===== src/rtl/tlight_monitor.sv =====
// tlight_package: light command encoding shared by controller and monitor.
//   RED=00, YELLOW=01, GREEN=10; 11 is an invalid command.
//
// tlight_monitor: passive run-time safety checker for the traffic-light
// control interface. Samples ns/we every clock and flags conflicts, illegal
// colour sequences, dwell-time violations and all-red stalls.
//   clock        in   system clock (1 s period)
//   reset_n      in   asynchronous active-low reset
//   ns, we       in   light commands (tlight_control_t)
//   clear        in   synchronous clear of the sticky error flags
//   err_conflict out  sticky: both directions non-RED in one sample
//   err_sequence out  sticky: illegal transition or invalid encoding
//   err_timing   out  sticky: dwell outside its [MIN, MAX] window
//   err_stall    out  sticky: all-red longer than ALLRED_MAX
//   err_any      out  OR of the four sticky flags
//   phase_count  out  completed stop phases (wraps at 2^16)
package tlight_package;
  typedef enum logic [1:0] {
    RED    = 2'b00,
    YELLOW = 2'b01,
    GREEN  = 2'b10
  } tlight_control_t;
endpackage

module tlight_monitor
  import tlight_package::*;
#(
  parameter int unsigned GREEN_MIN  = 14,
  parameter int unsigned GREEN_MAX  = 16,
  parameter int unsigned YELLOW_MIN = 1,
  parameter int unsigned YELLOW_MAX = 4,
  parameter int unsigned ALLRED_MAX = 4,
  parameter int unsigned CNT_W      = 5
) (
  input  logic            clock,
  input  logic            reset_n,
  input  tlight_control_t ns,
  input  tlight_control_t we,
  input  logic            clear,
  output logic            err_conflict,
  output logic            err_sequence,
  output logic            err_timing,
  output logic            err_stall,
  output logic            err_any,
  output logic [15:0]     phase_count
);

  typedef enum logic [1:0] {
    D_RED   = 2'b00,
    D_READY = 2'b01,
    D_GREEN = 2'b10,
    D_STOP  = 2'b11
  } dir_state_t;

  typedef struct packed {
    dir_state_t       state;
    logic [CNT_W-1:0] dwell;
    logic             seq;
    logic             tim;
    logic             phase;
  } step_t;

  localparam logic [CNT_W-1:0] L_SAT  = '1;
  localparam logic [CNT_W-1:0] L_ONE  = CNT_W'(1);
  localparam logic [CNT_W-1:0] L_GMIN = CNT_W'(GREEN_MIN);
  localparam logic [CNT_W-1:0] L_GOVR = CNT_W'(GREEN_MAX + 1);
  localparam logic [CNT_W-1:0] L_YMIN = CNT_W'(YELLOW_MIN);
  localparam logic [CNT_W-1:0] L_YOVR = CNT_W'(YELLOW_MAX + 1);
  localparam logic [CNT_W-1:0] L_AOVR = CNT_W'(ALLRED_MAX + 1);

  dir_state_t       r_ns_state, r_we_state;
  logic [CNT_W-1:0] r_ns_dwell, r_we_dwell;
  logic [CNT_W-1:0] r_allred;
  logic             r_err_conflict, r_err_sequence, r_err_timing, r_err_stall;
  logic [15:0]      r_phase_count;

  step_t            w_ns_step, w_we_step;
  logic [CNT_W-1:0] w_allred_next;
  logic             w_conflict, w_stall;

  // One sample of a direction checker. Exit checks use the dwell accumulated
  // before this sample; overrun checks use the dwell including this sample,
  // matched exactly so each residence reports at most once.
  function automatic step_t dir_step(input dir_state_t st,
                                     input logic [CNT_W-1:0] dw,
                                     input tlight_control_t col);
    step_t s;
    s.state = st;
    s.dwell = (dw == L_SAT) ? dw : dw + 1'b1;
    s.seq   = 1'b0;
    s.tim   = 1'b0;
    s.phase = 1'b0;
    case (st)
      D_RED: begin
        case (col)
          RED:     s.state = D_RED;
          YELLOW:  begin s.state = D_READY; s.dwell = L_ONE; end
          default: s.seq = 1'b1;
        endcase
      end
      D_READY: begin
        case (col)
          YELLOW:  s.tim = (s.dwell == L_YOVR);
          GREEN:   begin s.state = D_GREEN; s.dwell = L_ONE; s.tim = (dw < L_YMIN); end
          default: s.seq = 1'b1;
        endcase
      end
      D_GREEN: begin
        case (col)
          GREEN:   s.tim = (s.dwell == L_GOVR);
          YELLOW:  begin s.state = D_STOP; s.dwell = L_ONE; s.tim = (dw < L_GMIN); end
          default: s.seq = 1'b1;
        endcase
      end
      default: begin // D_STOP
        case (col)
          YELLOW:  s.tim = (s.dwell == L_YOVR);
          RED:     begin
                     s.state = D_RED; s.dwell = L_ONE;
                     s.tim = (dw < L_YMIN); s.phase = 1'b1;
                   end
          default: s.seq = 1'b1;
        endcase
      end
    endcase
    // Illegal input: resync on the observed colour, restart the dwell and
    // suppress any timing verdict for the abandoned residence.
    if (s.seq) begin
      s.dwell = L_ONE;
      s.tim   = 1'b0;
      case (col)
        GREEN:   s.state = D_GREEN;
        YELLOW:  s.state = D_STOP;
        default: s.state = D_RED;
      endcase
    end
    return s;
  endfunction

  always_comb begin
    w_ns_step     = dir_step(r_ns_state, r_ns_dwell, ns);
    w_we_step     = dir_step(r_we_state, r_we_dwell, we);
    w_conflict    = (ns != RED) && (we != RED);
    w_allred_next = '0;
    if ((ns == RED) && (we == RED))
      w_allred_next = (r_allred == L_SAT) ? r_allred : r_allred + 1'b1;
    w_stall       = (w_allred_next == L_AOVR);
  end

  always_ff @(posedge clock or negedge reset_n) begin
    if (!reset_n) begin
      r_ns_state     <= D_RED;
      r_we_state     <= D_RED;
      r_ns_dwell     <= '0;
      r_we_dwell     <= '0;
      r_allred       <= '0;
      r_err_conflict <= 1'b0;
      r_err_sequence <= 1'b0;
      r_err_timing   <= 1'b0;
      r_err_stall    <= 1'b0;
      r_phase_count  <= '0;
    end else begin
      r_ns_state     <= w_ns_step.state;
      r_we_state     <= w_we_step.state;
      r_ns_dwell     <= w_ns_step.dwell;
      r_we_dwell     <= w_we_step.dwell;
      r_allred       <= w_allred_next;
      // New violations win over a simultaneous clear.
      r_err_conflict <= (r_err_conflict & ~clear) | w_conflict;
      r_err_sequence <= (r_err_sequence & ~clear) | w_ns_step.seq | w_we_step.seq;
      r_err_timing   <= (r_err_timing & ~clear) | w_ns_step.tim | w_we_step.tim;
      r_err_stall    <= (r_err_stall & ~clear) | w_stall;
      r_phase_count  <= r_phase_count + 16'(w_ns_step.phase) + 16'(w_we_step.phase);
    end
  end

  assign err_conflict = r_err_conflict;
  assign err_sequence = r_err_sequence;
  assign err_timing   = r_err_timing;
  assign err_stall    = r_err_stall;
  assign err_any      = r_err_conflict | r_err_sequence | r_err_timing | r_err_stall;
  assign phase_count  = r_phase_count;

endmodule


===== config.mk =====
export PLATFORM = sky130hd
export DESIGN_NAME = tlight_monitor
export DESIGN_NICKNAME = d
export VERILOG_FILES = /design/src/rtl/tlight_monitor.sv
export SDC_FILE = /design/constraint.sdc
export NUM_CORES = 1
export LEC_CHECK = 0
export BUFFER_PORTS_ARGS = -buffer_cell sky130_fd_sc_hd__buf_2
export CAP_MARGIN = 20
export CORE_MARGIN = 8
export CORE_UTILIZATION = 45
export CTS_CLUSTER_SIZE = 28
export DETAILED_ROUTE_END_ITERATION = 6
export GPL_ROUTABILITY_DRIVEN = 0
export HOLD_SLACK_MARGIN = 0.06
export PLACE_DENSITY_LB_ADDON = 0.08
export RECOVER_POWER = 50
export SKIP_CTS_REPAIR_TIMING = 1
export SYNTH_ARGS = -nofsm -noshare
export SYNTH_HDL_FRONTEND = slang
export SYNTH_SLANG_ARGS = --single-unit

===== constraint.sdc =====
create_clock -name clock -period 3.3 [get_ports clock]
set_clock_uncertainty 0.15 [all_clocks]
set_input_delay 0.66 -clock clock [delete_from_list [all_inputs] [get_ports clock]]
set_output_delay 0.66 -clock clock [all_outputs]
set_load 0.03 [all_outputs]

# After elaboration in Yosys (flattened, before gate mapping)
# Index checks and enable logic that the tools add are counted.
[op_classes] magnitude_cmp=4 n_eq_ne=22 bitwise_logic=14 n_reduce_logical=18 mux=38 n_addsub=5
[op_table] operator="2-to-1 mux 7 bit" count=8
[op_table] operator="one-hot mux 8 bit (3 select lines)" count=2
[op_table] operator="adder 16 x 1 -> 16 bit" count=2
[op_table] operator="2-to-1 mux 5 bit" count=6
[op_table] operator="equality test 5 bit (second input constant)" count=5
[op_table] operator="one-hot mux 2 bit (2 select lines)" count=4
[op_table] operator="adder 5 x 1 -> 5 bit (second input constant)" count=3
[op_table] operator="equality test 5 x 3 -> 1 bit (second input constant)" count=3
[op_table] operator="inequality test 3 bit (second input constant)" count=4
[op_table] operator="one-hot mux 1 bit (2 select lines)" count=6
[op_table] operator="< comparator 5 x 1 -> 1 bit (second input constant)" count=2
[op_table] operator="< comparator 5 x 4 -> 1 bit (second input constant)" count=2
[op_table] operator="2-to-1 mux 1 bit" count=10
[op_table] operator="nonzero test 5 bit" count=2
[op_table] operator="OR 1 bit" count=9
[op_table] operator="equality test 2 x 1 -> 1 bit (second input constant)" count=4
[op_table] operator="equality test 2 bit (second input constant)" count=4
[op_table] operator="zero test 2 bit" count=4
[op_table] operator="inequality test 4 bit (second input constant)" count=2
[op_table] operator="AND reduction 4 bit" count=2
[op_table] operator="OR reduction 2 bit" count=4
[op_table] operator="one-hot mux 1 bit (3 select lines)" count=2
[op_table] operator="OR reduction 3 bit" count=2
[op_table] operator="AND 1 bit" count=4
[op_table] operator="3 further kinds" count=5
[word_totals] register_bits=39 word_cells=111

# Longest topological paths before layout
[depth] word_depth=8 mapped_depth=12 mapped_depth_nobuf=11

# Least setup slack after synthesis
# OpenSTA, ideal clock, no wires.
[synth_timing] path_type="input -> register" start="input port we[0]" end="register r_phase_count[14] (netlist: phase_count[14])" slack_ns=0.571 arrival_ns=2.445 cell_stages=12 path_cell_list="inv_1 -> ha_1 -> buf_6 -> nand2_1 -> fa_1 -> inv_1 -> ha_1 -> nand2_1 -> nor2_1 -> and4_1 -> nand4_1 -> xnor2_1"
[synth_between] elab_chain_cells=4
[synth_rtl] item="start: declaration" line_no="38" rtl="input tlight_control_t we,"
[synth_rtl] item="zero test 2 bit" line_no="116" rtl="case (col)"
[synth_rtl] item="2-to-1 mux 1 bit" line_no="116"
[synth_rtl] item="2-to-1 mux 1 bit" line_no="93" rtl="case (st)"
[synth_rtl] item="adder 16 x 1 -> 16 bit" line_no="173" rtl="r_phase_count <= r_phase_count + 16'(w_ns_step.phase) + 16'(w_we_step.phase);"
[synth_rtl] item="end signal: assignment" line_no="173"
[synth_rtl] item="end: declaration" line_no="75" rtl="logic [15:0] r_phase_count;"
# No other way between the ends.
# A chain may end at the register's enable or synchronous reset.

# Worst setup path after layout
[layout_timing] start="register r_we_state[0]" end="register r_phase_count[14] (netlist: phase_count[14])"
[layout_between] elab_chain_cells=4 word_cells_on_any_way=6
[layout_rtl] item="start: declaration" line_no="71" rtl="dir_state_t r_ns_state, r_we_state;"
[layout_rtl] item="start signal: assignment" line_no="164" rtl="r_we_state <= w_we_step.state;"
[layout_rtl] item="equality test 2 bit (tied with other cells)" line_no="93"
[layout_rtl] item="OR reduction 3 bit (no line) (*)"
[layout_rtl] item="2-to-1 mux 1 bit (*)" line_no="93"
[layout_rtl] item="adder 16 x 1 -> 16 bit (*)" line_no="173"
# Mark *: on every way between the ends. The rest lies on a longest branch, timed or not.

==> metrics <==
Clk pwr share 0.251; drt total wl 4900 um; status finished with violations; root buf cell clkbuf_8; CP Class flip-flop to flip-flop; clk buf depth 2; Slew headroom -0.384; Post-synth ARST share 1.00; Slew Viols, Final 40; setup slack, reg-to-reg 500 ps; DRC violations left 0; number of synthesized flops with an enable pin 0; routed len/inst 13.9 um; YS warnings 0; CTS Sinks 39; num rows 26; Die Wd 88.7 um; antenna fix cells 0; vias in the first global route 1858; P per Cell Area 703 nW/um^2; CTS Buf Count 5; Port Buffers 27; layout cells sized above 1 0.128; first-pass GRT wire length 8420 um; fin cells 352; die area 7870 um^2; post-synthesis cell area 2380 um^2; top-area cell type share of the netlist area 0.410; Mapped Nets 278; die height 88.7 um; Yosys reg bits 39; area occupied by registers 976 um^2; initial antenna violation count 0; total number of vias 1899; failing checks max-capacitance violations, max-slew violations; GRT overflow 0; switch share 0.391; clock latency at the later pin of the worst-skew pair 290 ps; 1st-iter DRT viols 52; Crit. End Element flip-flop; worst-path fanout max 10; IO Pins 28; area delta synth->final 12.8%; Final min period 2800 ps; register area share after synthesis 0.410; internal power 0.00115 W; Reg clk slew, reported paths 80 ps; top post-synthesis cells by count 39 x dfrtp_1, 24 x nor2_1, 20 x inv_1; DRT Pass-1 Iters 4; Worst Path Arrival 2820 ps; endpoints failing hold 0; worst min path class flip-flop to flip-flop; multi-input logic area 1270 um^2; CP Launch Type flip-flop; maxcap violations 1; Avg Cell Area, Syn 9.44 um^2; Synth area leaders dfrtp_1 41%, ha_1 9.5%, xnor2_1 4.4%; TritonCTS clock tree built; Via density 5.39; core area 5110 um^2; Final period util 0.848; Initial Utilization 0.466; Critical Path RT 3320 ps; synth unique cells 48; setup violators final 0; TNS Setup 0 ps; most instantiated library cell after synthesis dfrtp_1; switching pwr 0.000736 W; sequential share of power 0.351; Peak VDD IR 316 uV; Syn Inst Count 252; Yosys top cell by area dfrtp_1; antenna-violating nets left 0; main flop type after synthesis dfrtp_1; Placed Cells 344; htree depth 2; layout net count 307; Comb pwr share 0.399; RSZ-0062 raised after global routing no; Fmax achieved 357 MHz; post-DP HPWL 3640 um; Filler cells 487; largest net degree at the start of global routing 40; All-Layer GR Usage 0.135; Worst-Margin Slew 2080 ps; leakage 1.27 nW
==> layout by cell type, fill, tap and decap left out, drive strengths merged, types with 5 or more instances in the layout <==
cell	instances
a21oi	9
a31oi	6
buf	22
clkbuf	12
dfrtp	39
ha	18
inv	20
nand2	18
nand3	17
nand4	9
nor2	25
nor2b	5
nor3	7
o21ai	10
xnor2	12
xor2	11
==> per-stage QoR <==
| step | util | area (um^2) | power [W] | hold slack (ps) | setup WS, ps |
|---|---|---|---|---|---|
| floorplan | - | 2380 | 0.00125 | 214 | 571 |
| global placement | 0.501 | 2560 | 0.00143 | 304 | 440 |
| detailed placement | 0.501 | 2560 | 0.00142 | 310 | 339 |
| CTS | 0.528 | 2700 | 0.00191 | 325 | 478 |
| global route | 0.525 | 2680 | 0.00203 | 345 | 288 |
| finish | 0.525 | 2680 | 0.00189 | 318 | 500 |
==> cell type report <==
cell class / instances / area share
well taps: 70 / 0.0326
clock inverters: 3 / 0.0252
clock buffers: 5 / 0.0256
inverters: 20 / 0.0280
multi-input cells: 186 / 0.473
flip-flops and latches: 39 / 0.364
repair buffers: 29 / 0.0517
==> sequential cells by signal, indices dropped and copies added (netlist names), 2 cells and up <==
name and cells:
r_ns_state 2, r_we_state 2, r_allred 5, r_ns_dwell 5
phase_count 16, r_we_dwell 5
==> routing by layer <==
layer	wire [um]	vias up	global-route usage
li1	-	950	-
met1	2320	905	0.171
met2	2330	35	0.213
met3	170	9	0.0306
met4	81	0	0.0568
met5	0	-	0
==> power by group through the flow <==
| stage | clock [W] | combinational (W) | sequential (W) |
|---|---|---|---|
| floorplan | 0 | 0.000562 | 0.000687 |
| global route | 0.000505 | 0.000847 | 0.000677 |
| global placement | 0 | 0.000758 | 0.000669 |
| finish | 0.000473 | 0.000752 | 0.000661 |
| detailed placement | 0 | 0.000753 | 0.000669 |
| CTS | 0.000486 | 0.000758 | 0.000661 |
==> cells by family after synthesis <==
logic type / Yosys count / synth area share
buffers and inverters: 27 / 0.0563
AND/OR/NAND/NOR: 92 / 0.191
multiplexers: 5 / 0.0221
adder cells (fa/ha/maj): 19 / 0.103
AO/OA/AOI/OAI: 47 / 0.133
flip-flops: 39 / 0.410
XOR/XNOR: 23 / 0.0846
==> worst paths after layout <==
kind	end	depth (start not counted)	from
min	phase_count[15]	1	phase_count[15]
max	phase_count[14]	10	r_we_state[0]
max reg2reg	phase_count[14]	10	r_we_state[0]
min reg2reg	phase_count[15]	1	phase_count[15]
max in group asynchronous	phase_count[1]	1	reset_n
min in group asynchronous	phase_count[8]	1	reset_n
==> worst max-delay path: stages (launching register included) <==
cell	delay [ps]
dfrtp_1	420
ha_1	390
nand2_1	180
fa_1	430
inv_1	60
ha_1	190
nand2_1	70
nor2_1	280
and4_1	260
nand4_1	120
xnor2_1	140
No activity file was read; power rests on OpenSTA's default activity.
